==> src/rtl/vc_mem_port_arbiter.sv <==
// Shares one memory request port among p_num_reqs requesters and steers in-order
// responses back through a tag FIFO. Define VC_MEM_PORT_ARBITER_RR_EN for round-robin
// arbitration; otherwise the lowest-index requester always wins.

// Memory message layout: {type(1), addr, len($clog2(data bytes)), data} for requests,
// {type(1), len, data} for responses.
`ifndef VC_MEM_REQ_MSG_SZ
`define VC_MEM_REQ_MSG_SZ(a_, d_) (1 + (a_) + $clog2((d_) / 8) + (d_))
`endif
`ifndef VC_MEM_RESP_MSG_SZ
`define VC_MEM_RESP_MSG_SZ(d_) (1 + $clog2((d_) / 8) + (d_))
`endif

module vc_mem_port_arbiter #(
  parameter  int p_num_reqs       = 2,
  parameter  int p_addr_sz        = 8,
  parameter  int p_data_sz        = 32,
  parameter  int p_max_inflight   = 4,
  localparam int c_memreq_msg_sz  = `VC_MEM_REQ_MSG_SZ(p_addr_sz, p_data_sz),
  localparam int c_memresp_msg_sz = `VC_MEM_RESP_MSG_SZ(p_data_sz),
  localparam int c_id_sz          = $clog2(p_num_reqs)
) (
  input  logic                                   clk,
  input  logic                                   reset_n,

  input  logic [p_num_reqs*c_memreq_msg_sz-1:0]  req_msg,
  input  logic [p_num_reqs-1:0]                  req_val,
  output logic [p_num_reqs-1:0]                  req_rdy,

  output logic [c_memreq_msg_sz-1:0]             memreq_msg,
  output logic                                   memreq_val,
  input  logic                                   memreq_rdy,

  input  logic [c_memresp_msg_sz-1:0]            memresp_msg,
  input  logic                                   memresp_val,
  output logic                                   memresp_rdy,

  output logic [p_num_reqs*c_memresp_msg_sz-1:0] resp_msg,
  output logic [p_num_reqs-1:0]                  resp_val,
  input  logic [p_num_reqs-1:0]                  resp_rdy
);

  localparam int c_ptr_sz = (p_max_inflight > 1) ? $clog2(p_max_inflight) : 1;
  localparam int c_cnt_sz = $clog2(p_max_inflight) + 1;

  typedef logic [c_id_sz-1:0]  id_t;
  typedef logic [c_ptr_sz-1:0] ptr_t;
  typedef logic [c_cnt_sz-1:0] cnt_t;

  // Tag FIFO state
  id_t  tags [p_max_inflight];
  ptr_t head;
  ptr_t tail;
  cnt_t count;
  logic empty;
  logic full;

  // Arbitration and handshake signals
  id_t  scan_start;
  id_t  grant_id;
  logic grant_any;
  id_t  head_id;
  logic can_issue;
  logic issue_fire;
  logic resp_fire;

  assign empty   = (count == '0);
  assign full    = (count == cnt_t'(p_max_inflight));
  assign head_id = tags[head];

  function automatic ptr_t ptr_inc(input ptr_t p);
    return (p_max_inflight == 1) ? '0 : p + ptr_t'(1);
  endfunction

`ifdef VC_MEM_PORT_ARBITER_RR_EN
  id_t prio;
  assign scan_start = prio;
`else
  assign scan_start = '0;
`endif

  // First valid requester at or after scan_start, wrapping modulo p_num_reqs.
  always_comb begin
    int idx;
    // NOTE: every variable written here gets a default first so no latch is inferred.
    grant_any = 1'b0;
    grant_id  = '0;
    idx       = 0;
    for (int k = 0; k < p_num_reqs; k++) begin
      idx = int'(scan_start) + k;
      if (idx >= p_num_reqs) idx = idx - p_num_reqs;
      if (!grant_any && req_val[idx]) begin
        grant_any = 1'b1;
        grant_id  = id_t'(idx);
      end
    end
  end

  // A full FIFO can still accept a tag when the head pops in the same cycle.
  assign can_issue = !full || (full && resp_fire);

  always_comb begin
    memreq_msg = '0;
    req_rdy    = '0;
    memreq_val = reset_n && grant_any && can_issue;
    for (int k = 0; k < p_num_reqs; k++) begin
      if (int'(grant_id) == k) begin
        memreq_msg = req_msg[k*c_memreq_msg_sz +: c_memreq_msg_sz];
        req_rdy[k] = reset_n && grant_any && memreq_rdy && can_issue;
      end
    end
  end

  // Responses go only to the requester whose tag sits at the FIFO head.
  always_comb begin
    resp_val    = '0;
    memresp_rdy = 1'b0;
    for (int k = 0; k < p_num_reqs; k++) begin
      if (reset_n && !empty && int'(head_id) == k) begin
        resp_val[k] = memresp_val;
        memresp_rdy = resp_rdy[k];
      end
    end
  end

  assign resp_msg   = {p_num_reqs{memresp_msg}};
  assign issue_fire = memreq_val && memreq_rdy;
  assign resp_fire  = memresp_val && memresp_rdy;

  // NOTE: sequential state uses non-blocking assignments so all registers update together.
  always_ff @(posedge clk or negedge reset_n) begin
    if (!reset_n) begin
      head  <= '0;
      tail  <= '0;
      count <= '0;
    end else begin
      if (issue_fire) tail <= ptr_inc(tail);
      if (resp_fire)  head <= ptr_inc(head);
      case ({issue_fire, resp_fire})
        2'b10:   count <= count + cnt_t'(1);
        2'b01:   count <= count - cnt_t'(1);
        default: count <= count;
      endcase
    end
  end

  // NOTE: tag storage has no reset; occupancy and pointers alone decide validity.
  always_ff @(posedge clk) begin
    if (issue_fire) tags[tail] <= grant_id;
  end

`ifdef VC_MEM_PORT_ARBITER_RR_EN
  always_ff @(posedge clk or negedge reset_n) begin
    if (!reset_n)        prio <= '0;
    else if (issue_fire) prio <= (grant_id == id_t'(p_num_reqs - 1)) ? '0 : grant_id + id_t'(1);
  end
`endif

endmodule

==> config.mk <==
export PLATFORM = sky130hd
export DESIGN_NAME = vc_mem_port_arbiter
export DESIGN_NICKNAME = d
export VERILOG_FILES = /design/src/rtl/vc_mem_port_arbiter.sv
export SDC_FILE = /design/constraint.sdc
export NUM_CORES = 1
export LEC_CHECK = 0
export BUFFER_PORTS_ARGS = -buffer_cell sky130_fd_sc_hd__buf_2
export CORE_AREA = 2 2 97 99
export CTS_BUF_LIST = sky130_fd_sc_hd__clkbuf_8 sky130_fd_sc_hd__clkbuf_16
export CTS_CLUSTER_DIAMETER = 80
export CTS_CLUSTER_SIZE = 30
export DETAILED_ROUTE_END_ITERATION = 6
export DIE_AREA = 0 0 99 101
export SYNTH_ARGS = -nofsm -noshare
export SYNTH_HDL_FRONTEND = slang
export SYNTH_SLANG_ARGS = --single-unit
==> constraint.sdc <==
create_clock -name clk -period 6.53 [get_ports clk]
set_input_delay 1.306 -clock clk [delete_from_list [all_inputs] [get_ports clk]]
set_output_delay 1.306 -clock clk [all_outputs]
set_load 0.02 [all_outputs]
==> impl_metrics.env <==
export IMPL_cts_setup_buffers=0
export IMPL_switching_share=0.393
export IMPL_cts_max_level=1
export IMPL_period_needed_ps=3920
export IMPL_design_area_sq_mm=0.00205
export IMPL_drt_first_pass_iters=3
export IMPL_ys_flop_type="dfrtp_1"
export IMPL_path_clk_slew_ps=50
export IMPL_seq_power_share=0.302
export IMPL_dpl_worst_slack_ps=2570
export IMPL_clock_skew_final_ps=1.59
export IMPL_die_area_sq_mm=0.0100
export IMPL_synth_edf_count=4
export IMPL_cts_tree="built"
export IMPL_cp_max_fo=49
export IMPL_yosysMostFrequentCell="buf_4"
export IMPL_fin_ws_ps=2610
export IMPL_seqCellArea_sq_um=295
export IMPL_fin_util=0.228
export IMPL_grt_pass1_wl_um=6090
export IMPL_grt_max_degree=50
export IMPL_synth_area_leaders="buf_4 (31%), mux2_2 (29%), dfrtp_1 (10%)"
export IMPL_syn_inst=174
export IMPL_cts_max_path_buffers=2
export IMPL_cp_end_kind="primary output"
export IMPL_worstMarginPinSlew_ps=743
export IMPL_grt_antenna_before_repair=0
export IMPL_drtIter0Drc=16
export IMPL_wl_um=4660
export IMPL_maxCapViolCount=0
export IMPL_crit_type="input pin to primary output"
export IMPL_drc=0
export IMPL_grt_pass1_vias=1220
export IMPL_rrSetupSlack_ps=3990
export IMPL_synth_area_per_cell_sq_um=9.70
export IMPL_pwr_share_comb=0.540
export IMPL_grt_overflow_total=0
export IMPL_synth_seq_area_share=0.175
export IMPL_synth_cells_most_frequent="buf_4 (70), mux2_2 (43), dfrtp_1 (7)"
export IMPL_grt_usage=0.0796
export IMPL_hpwl_um=4070
export IMPL_synth_seq_cells=11
export IMPL_cellPowerDensity_mw_per_mm2=197
export IMPL_finalCritPeriodShare=0.600
export IMPL_diodes=0
export IMPL_coreArea_sq_mm=0.00898
export IMPL_fmax_ghz=0.255
export IMPL_yosys_warnings=0
export IMPL_setup_viol=0
export IMPL_ir_drop_mv=0.0732
export IMPL_cts_sinks=11
export IMPL_initial_core_util=0.188
export IMPL_postRouteAntennaNets=0
export IMPL_fillers=989
export IMPL_clock_root_buffer="clkbuf_8"
export IMPL_synth_area_leader_cell="buf_4"
export IMPL_async_flop_share=0.636
export IMPL_avgRoutedWirePerCell_um=13.1
export IMPL_switching_power_uw=158
export IMPL_finalNetCount=382
export IMPL_power_leakage_nw=1.06
export IMPL_ctsHoldBuffers=0
export IMPL_synth_top_area_frac=0.311
export IMPL_numCtsBuffers=3
export IMPL_crit_arrival_ps=2610
export IMPL_viasPerCell=3.91
export IMPL_postSynthNetCount=309
export IMPL_setup_tns_final_ps=0
export IMPL_io_buffers=142
export IMPL_placed_cell_area_sq_mm=0.00200
export IMPL_critPathRequiredTime_ps=5220
export IMPL_gp_congestion=0.722
export IMPL_p_clk_frac=0.159
export IMPL_num_vias=1396
export IMPL_syn2layout_area_growth_pct=21.3
export IMPL_multi_input_area_sq_um=828
export IMPL_slew_headroom=0.498
export IMPL_die_w_um=99
export IMPL_io_pins=248
export IMPL_hold_violations=0
export IMPL_p_int_uw=245
export IMPL_final_max_slew_violation_count=0
export IMPL_ctsResizeCount=0
export IMPL_die_y_um=101
export IMPL_clock_latency_ps=230
export IMPL_rsz0062_at_grt="no"
export IMPL_outcome="completed"
export IMPL_hold_path_class="flop to flop"
export IMPL_synth_area_sq_mm=0.00169
export IMPL_total_power_uw=403
export IMPL_drive_gt1_frac=0.785
export IMPL_ys_types=25
export IMPL_cp_start_kind="input pin"
export IMPL_row_count=35
==> logic make-up (layout without fill, tap and decap cells) <==
family	after synthesis	count (layout)	synth area share
AOI/OAI and AO/OA	5	5	0.0274
xor gates and xnor gates	6	6	0.0311
adders and majority gates	6	6	0.0489
buffers and inverters	81	153	0.339
DFF	11	11	0.175
muxes	47	47	0.321
and+or+nand+nor	18	18	0.0578
==> cells in the final DEF, fill, tap and decap left out, drive strengths merged <==
| cell type | n |
|---|---|
| buf | 143 |
| mux2 | 44 |
| inv | 7 |
| dfrtp | 7 |
| nor2 | 5 |
| and2 | 5 |
| ha | 5 |
| xor2 | 4 |
| edfxtp | 4 |
| nand3 | 3 |
| clkbuf | 3 |
| nor2b | 3 |
| mux2i | 2 |
| xnor2 | 2 |
| o311ai | 1 |
| mux4 | 1 |
| nand4 | 1 |
| o21a | 1 |
| o2111a | 1 |
| o211a | 1 |
| o31ai | 1 |
| nor3b | 1 |
| fa | 1 |
==> stage by stage <==
stage                     hold slack (ps)  std cells
after floorplan                       450        174
after global placement                468        353
after detailed placement              469        353
after CTS                             479        357
after global routing                  503        357
final                                 476        357
==> registers in the layout (all words and copies together) (netlist names) <==
register and cells:
head 2, tail 2, count 3, tags 4
==> worst max-delay path, cell delays in order <==
cell and delay, ps:
buf_2 120, nor2b_4 90, buf_4 480, mux2_2 430
buf_2 170
==> final timing paths <==
kind,cells after the start,startpoint,endpoint
worst max register to register,9,head[0]$_DFFE_PN0P_,count[2]$_DFFE_PN0P_
max in group asynchronous,1,reset_n,tail[0]$_DFFE_PN0P_
worst min-delay path,1,head[1]$_DFFE_PN0P_,head[1]$_DFFE_PN0P_
worst min register to register,1,head[1]$_DFFE_PN0P_,head[1]$_DFFE_PN0P_
worst max-delay path,5,req_val[0],memreq_msg[36]
min in group asynchronous,1,reset_n,count[0]$_DFFE_PN0P_
==> final cells by class <==
cell class                 count  share of cell area
multi-input combinational     82               0.404
timing repair buffer         143               0.351
sequential                    11               0.144
tap                          111              0.0678
clock buffer                   3              0.0202
inverter                       6              0.0110
clock inverter                 1             0.00183
==> per-layer routing <==
metal	up-vias	GRT usage	part of all wire	wire [um]
met5	-	0	0	0
met4	0	0.0169	0.0024	11
met3	2	0.0388	0.14	666
met2	132	0.144	0.52	2410
met1	602	0.0836	0.34	1580
li1	660	-	-	-
==> power groups by stage <==
stage               logic [mW]  clock network, mW  registers (mW)
floorplan                0.211                  0           0.118
global placement         0.214                  0           0.122
detailed placement       0.220                  0           0.123
CTS                      0.222             0.0672           0.122
global route             0.239             0.0712           0.126
finish                   0.217             0.0639           0.121
Power figures use the tool's default switching activity.
